==> src/rtl/mem_stage.sv <==
// Memory-access stage: byte-serial loads/stores over the shared data bus, stalling until DONE.
// Optional alignment trap under MEM_ALIGN_CHECK_EN (misaligned LH/LHU/SH/LW/SW skip the bus).
module mem_stage (
  input  logic        clk,
  input  logic        rst,
  input  logic [7:0]  aluop_i,
  input  logic [31:0] mem_addr_i,
  input  logic [31:0] reg2_i,
  input  logic [4:0]  wd_i,
  input  logic        wreg_i,
  input  logic [31:0] wdata_i,
  output logic [4:0]  wd_o,
  output logic        wreg_o,
  output logic [31:0] wdata_o,
  output logic [4:0]  mem_wd_o,
  output logic        mem_wreg_o,
  output logic [31:0] mem_wdata_o,
  output logic        stallreq_o,
  input  logic        bus_gnt_i,
  output logic [31:0] mem_a_o,
  output logic [7:0]  mem_dout_o,
  output logic        mem_wr_o,
  output logic        mem_req_o,
  input  logic [7:0]  mem_din_i,
  output logic        misalign_o
);
  localparam logic [7:0] EXE_LB_OP  = 8'hE0;
  localparam logic [7:0] EXE_LH_OP  = 8'hE1;
  localparam logic [7:0] EXE_LW_OP  = 8'hE3;
  localparam logic [7:0] EXE_LBU_OP = 8'hE4;
  localparam logic [7:0] EXE_LHU_OP = 8'hE5;
  localparam logic [7:0] EXE_SB_OP  = 8'hE8;
  localparam logic [7:0] EXE_SH_OP  = 8'hE9;
  localparam logic [7:0] EXE_SW_OP  = 8'hEB;

  typedef enum logic [1:0] {S_IDLE, S_ACCESS, S_WAIT, S_DONE} state_t;

  state_t      r_state, w_state_nxt;
  logic [2:0]  r_cnt;
  logic [31:0] r_buf;
  logic        r_pend;
  logic [1:0]  r_idx;
  logic        w_is_load, w_is_store, w_is_mem, w_issue, w_last;
  logic [2:0]  w_nbytes;
  logic [31:0] w_ldata;
`ifdef MEM_ALIGN_CHECK_EN
  logic        r_mis;
  logic        w_misalign;
`endif

  always_ff @(posedge clk) begin
    if (rst) begin
      r_state <= S_IDLE;
      r_cnt   <= 3'd0;
      r_buf   <= 32'd0;
      r_pend  <= 1'b0;
      r_idx   <= 2'd0;
`ifdef MEM_ALIGN_CHECK_EN
      r_mis   <= 1'b0;
`endif
    end else begin
      r_state <= w_state_nxt;
      if (r_state == S_IDLE) r_cnt <= 3'd0;
      else if (w_issue)      r_cnt <= r_cnt + 3'd1;
      // read data returns one cycle after its address, so remember which byte is in flight
      r_pend <= w_issue && w_is_load;
      if (w_issue) r_idx <= r_cnt[1:0];
      if (r_state == S_IDLE && w_is_mem) r_buf <= 32'd0;
      else if (r_pend)                   r_buf[{r_idx, 3'b000} +: 8] <= mem_din_i;
`ifdef MEM_ALIGN_CHECK_EN
      r_mis <= (r_state == S_IDLE) && w_misalign;
`endif
    end
  end

  always_comb begin
    w_is_load  = 1'b0;
    w_is_store = 1'b0;
    w_nbytes   = 3'd1;
    case (aluop_i)
      EXE_LB_OP, EXE_LBU_OP: w_is_load = 1'b1;
      EXE_LH_OP, EXE_LHU_OP: begin w_is_load = 1'b1; w_nbytes = 3'd2; end
      EXE_LW_OP:             begin w_is_load = 1'b1; w_nbytes = 3'd4; end
      EXE_SB_OP:             w_is_store = 1'b1;
      EXE_SH_OP:             begin w_is_store = 1'b1; w_nbytes = 3'd2; end
      EXE_SW_OP:             begin w_is_store = 1'b1; w_nbytes = 3'd4; end
      default: ;
    endcase
    w_is_mem = w_is_load || w_is_store;
    w_last   = (r_cnt == w_nbytes - 3'd1);
`ifdef MEM_ALIGN_CHECK_EN
    w_misalign = w_is_mem && ((w_nbytes == 3'd2 && mem_addr_i[0]) ||
                              (w_nbytes == 3'd4 && mem_addr_i[1:0] != 2'b00));
`endif

    w_ldata = r_buf;
    case (aluop_i)
      EXE_LB_OP:  w_ldata = {{24{r_buf[7]}}, r_buf[7:0]};
      EXE_LBU_OP: w_ldata = {24'd0, r_buf[7:0]};
      EXE_LH_OP:  w_ldata = {{16{r_buf[15]}}, r_buf[15:0]};
      EXE_LHU_OP: w_ldata = {16'd0, r_buf[15:0]};
      default: ;
    endcase

    w_issue     = 1'b0;
    w_state_nxt = r_state;
    case (r_state)
      S_IDLE: begin
        if (w_is_mem) begin
          w_state_nxt = S_ACCESS;
`ifdef MEM_ALIGN_CHECK_EN
          if (w_misalign) w_state_nxt = S_DONE;
`endif
        end
      end
      S_ACCESS: begin
        if (bus_gnt_i) begin
          w_issue = 1'b1;
          if (w_last) w_state_nxt = w_is_store ? S_DONE : S_WAIT;
        end
      end
      S_WAIT:  w_state_nxt = S_DONE;
      default: w_state_nxt = S_IDLE;
    endcase

    wd_o       = wd_i;
    wreg_o     = wreg_i;
    wdata_o    = wdata_i;
    stallreq_o = 1'b0;
    misalign_o = 1'b0;
    mem_req_o  = 1'b0;
    mem_wr_o   = 1'b0;
    mem_a_o    = 32'd0;
    mem_dout_o = 8'd0;
    if (w_is_mem) begin
      stallreq_o = (r_state != S_DONE);
      wreg_o     = 1'b0;
      wdata_o    = 32'd0;
      if (r_state == S_DONE) begin
        wreg_o  = w_is_load ? wreg_i : 1'b0;
        wdata_o = w_is_load ? w_ldata : 32'd0;
`ifdef MEM_ALIGN_CHECK_EN
        if (r_mis) begin
          wreg_o     = 1'b0;
          misalign_o = 1'b1;
        end
`endif
      end
    end
    // the request stays up while waiting for a grant so the arbiter sees us
    if (r_state == S_ACCESS) begin
      mem_req_o  = 1'b1;
      mem_a_o    = mem_addr_i + {29'd0, r_cnt};
      mem_wr_o   = w_is_store;
      mem_dout_o = w_is_store ? reg2_i[{r_cnt[1:0], 3'b000} +: 8] : 8'd0;
    end
    if (rst) begin
      wd_o       = 5'd0;
      wreg_o     = 1'b0;
      wdata_o    = 32'd0;
      stallreq_o = 1'b0;
      misalign_o = 1'b0;
      mem_req_o  = 1'b0;
      mem_wr_o   = 1'b0;
      mem_a_o    = 32'd0;
      mem_dout_o = 8'd0;
    end
  end

  assign mem_wd_o    = wd_o;
  assign mem_wreg_o  = wreg_o;
  assign mem_wdata_o = wdata_o;
endmodule
==> config.mk <==
export PLATFORM = sky130hd
export DESIGN_NAME = mem_stage
export DESIGN_NICKNAME = d
export VERILOG_FILES = /design/src/rtl/mem_stage.sv
export SDC_FILE = /design/constraint.sdc
export NUM_CORES = 1
export LEC_CHECK = 0
export ABC_AREA = 1
export BUFFER_PORTS_ARGS = -buffer_cell sky130_fd_sc_hd__buf_2
export CAP_MARGIN = 5
export CORE_AREA = 2 2 119 121
export DETAILED_ROUTE_END_ITERATION = 10
export DIE_AREA = 0 0 121 123
export PLACE_DENSITY = 0.57
export SYNTH_ARGS = -nofsm -noshare
export SYNTH_HDL_FRONTEND = slang
export SYNTH_SLANG_ARGS = --single-unit
==> constraint.sdc <==
create_clock -name clk -period 3 [get_ports clk]
set_input_delay 0.6 -clock clk [delete_from_list [all_inputs] [get_ports clk]]
set_output_delay 0.6 -clock clk [all_outputs]
set_load 0.02 [all_outputs]
**Yosys cells after proc, flatten, opt, wreduce, memory -nomap -nowiden**

Cells that the tools add are included.

- Register bits after elaboration: 40
- Input port bits: 121
- Output and inout port bits: 120
- Word-level logic and storage cells: 71

- $add $sub $neg: 4
- Eq/ne operators: 16
- Shift-type cells: 3
- Multiplexer cells: 32
- Reduce and logical (&&, ||, !) cells: 11

Operator list:

| operator | count |
|---|---|
| $mux W32 | 6 |
| $pmux W32 S4 | 1 |
| $eq A8 B8 Y1 const B | 8 |
| $add A32 B3 Y32 | 1 |
| $bwmux W32 | 1 |
| $shift A8 B7 Y32 const A | 1 |
| $shiftx A32 B6 Y8 | 1 |
| $shiftx A8 B7 Y32 | 1 |
| $mux W8 | 3 |
| $mux W1 | 15 |
| $ne A2 B2 Y1 const B | 4 |
| $neg A5 Y7 | 1 |
| $mux W2 | 3 |
| $pmux W2 S3 | 1 |
| $pmux W3 S2 | 1 |
| $reduce_or A2 Y1 | 3 |
| $reduce_or A3 Y1 | 2 |
| $mux W5 | 1 |
| $reduce_or A5 Y1 | 1 |
| $eq A2 B2 Y1 const B | 2 |
| $add A3 B1 Y3 const B | 1 |
| $eq A3 B3 Y1 | 1 |
| $reduce_and A3 Y1 | 1 |
| $sub A3 B1 Y3 const B | 1 |
| 4 further kinds | 5 |

**Longest topological paths before layout**

Gate-level depths: netlist of the first run.

- Depth after elaboration: 8
- Gate-level depth with buffers: 14
- Mapped depth without buffers: 12

**Least setup slack after synthesis of the first run**

Ideal clock, no wire load.

- Kind: input to output
- Start: input aluop_i[4]
- End: output wdata_o[0]
- Arrival time: 2,342 ps
- Data required time: 2,400 ps
- Slack: 58 ps
- Stages on the path: 11
- Buffers on the path: 2
- Cell sequence: inv_1 nand2_1 nor2_4 nand2_1 nor2_2 nor2_4 nand2_2 nand3_1 clkbuf_1 o21ai_0 buf_4

- Cells in the longest elaborated chain, start to end: 7
- Elaborated cells on any way between the ends: 17
- Classes of those cells: 8 x eq/ne; 6 x mux; 3 x reduce/logical

RTL lines:

| item | line | text |
|---|---|---|
| from (decl) | 6 | `input logic [7:0] aluop_i,` |
| $eq A8 B8 Y1 | 80 | `case (aluop_i)` |
| $reduce_or A5 Y1 (no source line) | -- |  |
| $mux W1 | 80 |  |
| $mux W32 | 141 | `wdata_o = w_is_load ? w_ldata : 32'd0;` |
| $mux W32 | 139 | `if (r_state == S_DONE) begin` |
| $mux W32 * | 135 | `if (w_is_mem) begin` |
| $mux W32 * | 157 | `if (rst) begin` |
| to (decl) | 14 | `output logic [31:0] wdata_o,` |

Every way passes the cells marked *; elsewhere a longest branch is shown, timed or not.

**Worst setup path in the final report of the first run**

- Start: input mem_addr_i[0]
- End: output mem_a_o[26]

- Cells in the longest elaborated chain, start to end: 3

RTL lines:

| item | line | text |
|---|---|---|
| from (decl) | 7 | `input logic [31:0] mem_addr_i,` |
| $add A32 B3 Y32 | 153 | `mem_a_o = mem_addr_i + {29'd0, r_cnt};` |
| $mux W32 | 151 | `if (r_state == S_ACCESS) begin` |
| $mux W32 | 157 |  |
| to (decl) | 20 | `output logic [31:0] mem_a_o,` |

Every way passes these cells.

==> results.md, run 1 <==
* Per-instance average area after synthesis at 5.92 sq um
* Unrepaired setup endpoints after global routing: true
* CP Capture Type: output port
* Pin count of the biggest net entering global routing at 33
* Area share of and/or/nand/nor cells after synthesis at 33.9%
* Yosys Warn Count at 0
* Status: completed
* Post-synthesis mux area share at 0%
* Hold-fix buffer count after cts at 0
* Die Wd at 121 microns
* Final setup violating endpoints at 0
* Library cells used by synthesis at 39
* Final Max Tran Viols at 0
* Fin Clk Skew at about 0.0071 ns
* Share of the yosys chip area belonging to registers at 20.1%
* Number of cells after detailed placement at 1,049
* Data arrival, critical path at 2.28 ns
* Clock-pin slew on the worst setup and hold paths at 0.06 ns
* Peak supply drop at 0.221 mV
* Final critical path time including I/O delays and setup at 2.88 ns
* Kind of path behind the tightest hold check: reg -> reg
* Die footprint at 14,900 sq um
* Post-synthesis adder-cell area fraction at 4.90%
* Residual antenna-violating net count after detailed routing at 0
* Combined area of all synthesized cells at between 3000 and 4000 sq um
* Sum of negative setup slack at 0 ns
* Class of the most critical setup path: in -> out
* Placed cell areas at 5160 sq um
* Post-route standard cell area excluding fillers at approximately 5500 sq um
* Die Span Y at roughly 120 microns
* CTS Buffer Depth at 2
* Routability cong. at 0.893
* DRC violation total after the first TritonRoute iteration at 260
* Clock tree sinks at 40
* Dominant cell type by area after synthesis: sky130_fd_sc_hd__dfxtp_1
* Max-Cap Viols at 0
* Via total after detailed routing at ~5,000
* Area of the core at 13,600 sq um
* Effective utilization at floorplan at 29.3%
* Total routed wirelength at 13.7 mm
* Total power density per cell area at roughly 380 nW/um^2
* CTS tree: done
* Ranking of synthesized cells by area: sky130_fd_sc_hd__dfxtp_1 20%, sky130_fd_sc_hd__nor2_1 12%, sky130_fd_sc_hd__nand2_1 10%
* Detailed placer's ending HPWL at 11.0 mm
* Post-route clock period utilization at 95.9%
* First-pass iteration count of the detailed router at 5
* Fraction of final layout cells sized beyond drive strength 1 at about a third
* Dominant combinational cell family by area after synthesis: simple AND/OR/NAND/NOR gates
* Area fraction of the dominant cell type after synthesis at 20.1%
* Syn-to-layout area delta at 37.0%
* Top-level I/O count at 241
* Total number of nets in the final design at around 1,000
* Total of flip-flops plus latches after synthesis at 40
* Highest Clock Rate at 347 MHz
* Static leakage at around 2.7 nW
* Worst-Skew Late Latency at 0.28 ns
* Synth Net Count at 809
* Hold Fails Final Rpt at 0
* Largest driver fanout on the critical path at 5
* Via count of the first global-routing pass at 4,415
* PortBufs at 239
* Worst Path Required at 2.40 ns
* Average vias per placed instance at 4.70
* Total global-route track usage at 17.1%
* Layout Cells excl Fill at about 1,100
* Remaining max-slew budget at the tightest pin at around 63%
* Share of the synthesized netlist area taken by xor and xnor gates at 0.879%
* Site row count at 43
* Remaining DRCs at 0
* Aggregate global routing overflow at 0
* First-pass GRT wire length at about 21 mm
* Initial antenna violation count at 3
* Root Buffer: sky130_fd_sc_hd__clkbuf_16
* Slew at the pin closest to its max-slew limit at 0.546 ns
* Routed length per instance at 12.9 microns
* H-tree depth at 2
* Element type at the critical path start: input port
* Cells after Synth at between 600 and 700
* Share of the synthesized area in compound gates (AO/OA/AOI/OAI) at between 20% and 30%
* Number of buffers inserted during clock tree synthesis at 5
repair_timing:
action | CTS | global route
gates resized for setup | 0 | 40
buffers inserted | 0 | 3
endpoints found under the setup margin | 0 | 80
metal layers:
metal	track usage, %	wire length, microns
met2	30.0	6490
met1	22.2	6120
met3	3.41	1000
met4	2.40	92
met5	0	7
cells in the mapped netlist:
master                     number
sky130_fd_sc_hd__inv_2          3
sky130_fd_sc_hd__buf_1          1
sky130_fd_sc_hd__o22ai_1        8
sky130_fd_sc_hd__o221a_2        1
sky130_fd_sc_hd__inv_1         80
sky130_fd_sc_hd__nand4_1       12
sky130_fd_sc_hd__conb_1         1
sky130_fd_sc_hd__nand2_2        1
sky130_fd_sc_hd__a21oi_1       37
sky130_fd_sc_hd__buf_6          3
sky130_fd_sc_hd__and3_1         2
sky130_fd_sc_hd__buf_2          2
sky130_fd_sc_hd__xor2_1         3
sky130_fd_sc_hd__nor2_2         5
sky130_fd_sc_hd__nand3_1       19
sky130_fd_sc_hd__dfxtp_1       40
sky130_fd_sc_hd__o211ai_1       1
sky130_fd_sc_hd__o21ai_0       51
sky130_fd_sc_hd__ha_1          14
sky130_fd_sc_hd__clkinv_1       2
sky130_fd_sc_hd__nor3_1        34
sky130_fd_sc_hd__a22oi_1       16
sky130_fd_sc_hd__o21bai_1       1
sky130_fd_sc_hd__a211oi_1       2
sky130_fd_sc_hd__fa_1           1
sky130_fd_sc_hd__nor2_1       127
sky130_fd_sc_hd__xnor2_1        1
sky130_fd_sc_hd__a32oi_1        8
sky130_fd_sc_hd__nand3b_1       1
sky130_fd_sc_hd__a31oi_1        2
sky130_fd_sc_hd__clkbuf_1      11
sky130_fd_sc_hd__o21a_1         3
sky130_fd_sc_hd__nor4_1         3
sky130_fd_sc_hd__nor2_8         1
sky130_fd_sc_hd__buf_4         42
sky130_fd_sc_hd__nand2_1      108
sky130_fd_sc_hd__nor2_4         3
sky130_fd_sc_hd__a21oi_2        1
sky130_fd_sc_hd__o21ai_1       22
state kept, by name (all words and copies together) (netlist names):
name and flops:
r_buf 32, r_idx 2, r_state 2, r_cnt 3
r_pend 1
kinds of logic (layout without fill, tap and decap cells):
| group | count (synthesis) | after routing |
|---|---|---|
| buf+inv | 144 | 351 |
| fa+ha+maj | 15 | 15 |
| xor+xnor | 4 | 4 |
| compound gates | 153 | 153 |
| flops | 40 | 40 |
| other cells | 1 | 3 |
| simple gates | 316 | 316 |
cells in the final DEF, fill, tap and decap left out, types with 6 or more instances in the layout:
cell,synthesis,layout
sky130_fd_sc_hd__buf_2,2,226
sky130_fd_sc_hd__nor2_1,127,122
sky130_fd_sc_hd__nand2_1,108,105
sky130_fd_sc_hd__inv_1,80,79
sky130_fd_sc_hd__o21ai_0,51,45
sky130_fd_sc_hd__dfxtp_1,40,39
sky130_fd_sc_hd__a21oi_1,37,37
sky130_fd_sc_hd__nor3_1,34,32
sky130_fd_sc_hd__buf_4,42,29
sky130_fd_sc_hd__o21ai_1,22,28
sky130_fd_sc_hd__nand3_1,19,18
sky130_fd_sc_hd__a22oi_1,16,16
sky130_fd_sc_hd__nand4_1,12,12
sky130_fd_sc_hd__ha_1,14,12
sky130_fd_sc_hd__a32oi_1,8,8
sky130_fd_sc_hd__o22ai_1,8,8
sky130_fd_sc_hd__nor2_4,3,7
sky130_fd_sc_hd__nor2_2,5,6
final cells by class:
class | instances | area [sq um]
clock inverters | 3 | 42.5
multi-input cells | 489 | 2530
repair buffers | 258 | 1410
fillers | 1538 | 8150
diodes | 2 | 5.00
clock buffers | 5 | 125
flip-flops and latches | 40 | 802
well taps | 180 | 225
inverters | 85 | 319
critical path, cell delays in order:
cell,delay [ns]
sky130_fd_sc_hd__buf_2,0.12
sky130_fd_sc_hd__ha_4,0.16
sky130_fd_sc_hd__fa_2,0.39
sky130_fd_sc_hd__nand2_1,0.08
sky130_fd_sc_hd__a21oi_2,0.08
sky130_fd_sc_hd__nand2_2,0.10
sky130_fd_sc_hd__nor2_4,0.06
sky130_fd_sc_hd__nand2_1,0.07
sky130_fd_sc_hd__nor2_1,0.04
sky130_fd_sc_hd__nor4_1,0.33
sky130_fd_sc_hd__buf_2,0.24
path summary, 6_finish.rpt:
| kind | end | from | slack (ns) | cells past startpoint |
|---|---|---|---|---|
| worst max register to register | r_buf[4]$_SDFFE_PP0P_ | r_idx[0]$_SDFFE_PP0P_ | 1.03 | 6 |
| worst min register to register | r_buf[17]$_SDFFE_PP0P_ | r_buf[17]$_SDFFE_PP0P_ | 0.49 | 2 |
| worst max-delay path | mem_a_o[26] | mem_addr_i[0] | 0.12 | 11 |
| worst min-delay path | r_buf[17]$_SDFFE_PP0P_ | r_buf[17]$_SDFFE_PP0P_ | 0.49 | 2 |
through the flow:
stage | power [W] | setup WS [ns] | utilization (%) | hold slack, ns
after detailed placement | 0.00144 | 0.0568 | 37.9 | 0.482
after floorplan | 0.00118 | 0.0577 | - | 0.460
after global placement | 0.00145 | 0.0745 | 37.9 | 0.473
after global routing | 0.00220 | -0.0347 | 40.1 | 0.534
after CTS | 0.00206 | 0.0436 | 39.1 | 0.497
final | 0.00206 | 0.122 | 40.1 | 0.493
power by group:
part,internal (W),total [W],switching [W]
Clock,0.000391,0.000612,0.000221
Combinational,0.000301,0.000875,0.000574
Sequential,0.000551,0.000574,0.0000227
Total,0.00124,0.00206,0.000817
Power figures use the tool's default switching activity.
==> inputs of run 2 (changes only) <==
==> constraint.sdc (replaced) <==
create_clock -name clk -period 3.3 [get_ports clk]
set_input_delay 0.66 -clock clk [delete_from_list [all_inputs] [get_ports clk]]
set_output_delay 0.66 -clock clk [all_outputs]
set_load 0.02 [all_outputs]
==> run 2 against run 1 <==
  * Power shrank 14%
  * Critical path type unchanged
  * Highest routed layer unchanged
  * Largest power group unchanged
  * Design area is 3.8% lower
  * Critical path depth grew 1
  * Critical endpoint is now mem_a_o[22]
==> results.md, run 2 (same netlist as run 1, synthesis figures left out) <==
* Status: completed
* Area of the core at between 10,000 and 15,000 sq um
* Most frequent cells in the layout: 239 x sky130_fd_sc_hd__buf_2, 125 x sky130_fd_sc_hd__nor2_1, 108 x sky130_fd_sc_hd__nand2_1, 80 x sky130_fd_sc_hd__inv_1, 51 x sky130_fd_sc_hd__o21ai_0
* Remaining max-slew budget at the tightest pin at 63.1%
* Total power density per cell area at 335 nW/um^2
* Number of fillers in the final layout at around 1,500
* First-pass GRT wire length at 21.5 mm
* CTS Buffer Depth at 2
* Peak supply drop at 0.312 mV
* Hold-fix buffer count after cts at 0
* Data arrival, critical path at around 2.4 ns
* Final critical path time including I/O delays and setup at 3.09 ns
* Post-route clock period utilization at between 90% and 100%
* Clock tree sinks at 40
* DRC violation total after the first TritonRoute iteration at 287
* Via count of the first global-routing pass at 4,437
* Via total after detailed routing at 4,947
* Launch point of the critical path: mem_addr_i[0]
* PortBufs at ~240
* Most frequent standard cell in the layout excluding fill and tap cells: sky130_fd_sc_hd__buf_2
* Top flop regs: r_buf x32, r_cnt x3
* Clock-pin slew on the worst setup and hold paths at 0.05 ns
* CTS tree: done
* Site row count at 43
* Average vias per placed instance at about 4.7
* Largest register FFs at 32
* First-pass iteration count of the detailed router at 5
* Detailed placer's ending HPWL at 11.1 mm
* Remaining DRCs at 0
* Residual antenna-violating net count after detailed routing at 0
* Syn-to-layout area delta at 31.9%
* Fin Clk Skew at ~0.0073 ns
* Setup WS pre-CTS at about 0.15 ns
* Kind of path behind the tightest hold check: reg -> reg
* Element type at the critical path start: input port
* Root Buffer: sky130_fd_sc_hd__clkbuf_16
* Max-Cap Viols at 0
* Reg-to-Reg Start: r_idx[0]$_SDFFE_PP0P_
* Class of the most critical setup path: in -> out
* Pin count of the biggest net entering global routing at 33
* Final setup violating endpoints at 0
* Total number of nets in the final design at 1,009
* Hold Fails Final Rpt at 0
* Routed length per instance at 13.1 microns
* Die Span Y at 123 microns
* Fraction of final layout cells sized beyond drive strength 1 at 31.6%
* Worst-Skew Late Latency at 0.28 ns
* Aggregate global routing overflow at 0
* Unrepaired setup endpoints after global routing: false
* Die footprint at 14,900 sq um
* Start point of the worst min-delay path: r_buf[22]$_SDFFE_PP0P_
* Routability cong. at 0.865
* Setup Fix Bufs, Post-CTS at 0
* Sequential cell area at 801 sq um
* Worst Path Required at 2.64 ns
* Sum of negative setup slack at 0 ns
* H-tree depth at 2
* Final setup slack of the worst path at 0.211 ns
* Largest register by flop count: r_buf
* Placed cell areas at a little over 5000 sq um
* Die Wd at 121 microns
* Slew at the pin closest to its max-slew limit at 0.551 ns
* CP Capture Type: output port
* Largest driver fanout on the critical path at 4
* Number of buffers inserted during clock tree synthesis at 5
* Total routed wirelength at 13.9 mm
* Effective utilization at floorplan at 29.3%
* Top-level I/O count at roughly 240
* Total global-route track usage at 17.7%
* Area of combinational cells with multiple inputs at 2480 sq um
* Highest Clock Rate at ~320 MHz
* Post-route standard cell area excluding fillers at 5260 sq um
* Static leakage at 2.65 nW
* Final Max Tran Viols at 0
* Initial antenna violation count at 3
* Post-route core utilization at 38.6%
run 2: cell types whose count changed in the layout (fill, tap and decap cells not counted), moves of 3 or more:
cell,delta
sky130_fd_sc_hd__buf_12,-3
sky130_fd_sc_hd__buf_2,+13
sky130_fd_sc_hd__buf_4,-17
sky130_fd_sc_hd__nand2_1,+3
sky130_fd_sc_hd__nand2_2,-3
sky130_fd_sc_hd__nor2_1,+3
sky130_fd_sc_hd__o21ai_0,+6
sky130_fd_sc_hd__o21ai_1,-6
run 2: report_power, final:
group	switching [W]	total (W)	internal [W]
clock network	0.000188	0.000463	0.000274
registers	0.0000219	0.000523	0.000501
logic	0.000520	0.000777	0.000258
run 2: worst paths after layout:
path	to	slack [ns]	cells after the start
max	mem_a_o[22]	0.21	12
min reg2reg	r_buf[22]$_SDFFE_PP0P_	0.49	2
min	r_buf[22]$_SDFFE_PP0P_	0.49	2
max reg2reg	r_buf[4]$_SDFFE_PP0P_	1.35	6
run 2: metal layers:
metal  wire length (microns)  global-route usage (%)
met1                    6150                    22.6
met2                    6560                    31.0
met3                    1010                    3.83
met4                     122                    2.83
met5                      12                       0
run 2: area by class of cell:
type                            count  area share (%)
Multi-Input combinational cell    490            47.2
Timing Repair Buffer              251            24.5
Sequential cell                    40            15.2
Inverter                           85            6.07
Tap cell                          180            4.28
Clock buffer                        5            2.38
Clock inverter                      2           0.238
Antenna cell                        2          0.0952
run 2: timing repair:
item / in CTS / in global routing
resized for setup: 0 / 3
endpoints found under the hold margin: 0 / 0
endpoints found under the setup margin: 0 / 16
run 2: worst max-delay path, stage by stage:
cell and delay, ns:
sky130_fd_sc_hd__buf_2 0.08, sky130_fd_sc_hd__ha_1 0.17, sky130_fd_sc_hd__fa_1 0.21, sky130_fd_sc_hd__nand2_1 0.07, sky130_fd_sc_hd__a21oi_2 0.19, sky130_fd_sc_hd__inv_1 0.09, sky130_fd_sc_hd__nor2_2 0.13, sky130_fd_sc_hd__nand2_1 0.13
sky130_fd_sc_hd__nor3_1 0.22, sky130_fd_sc_hd__xnor2_1 0.09, sky130_fd_sc_hd__nor3_1 0.18, sky130_fd_sc_hd__buf_2 0.21
run 2: through the flow:
stage | hold WS (ns) | instances | power [W]
2_1_floorplan | 0.460 | 673 | 0.00107
3_3_place_gp | 0.472 | 1045 | 0.00131
3_5_place_dp | 0.478 | 1045 | 0.00131
4_1_cts | 0.491 | 1052 | 0.00177
5_1_grt | 0.513 | 1053 | 0.00189
6_report | 0.486 | 1055 | 0.00176
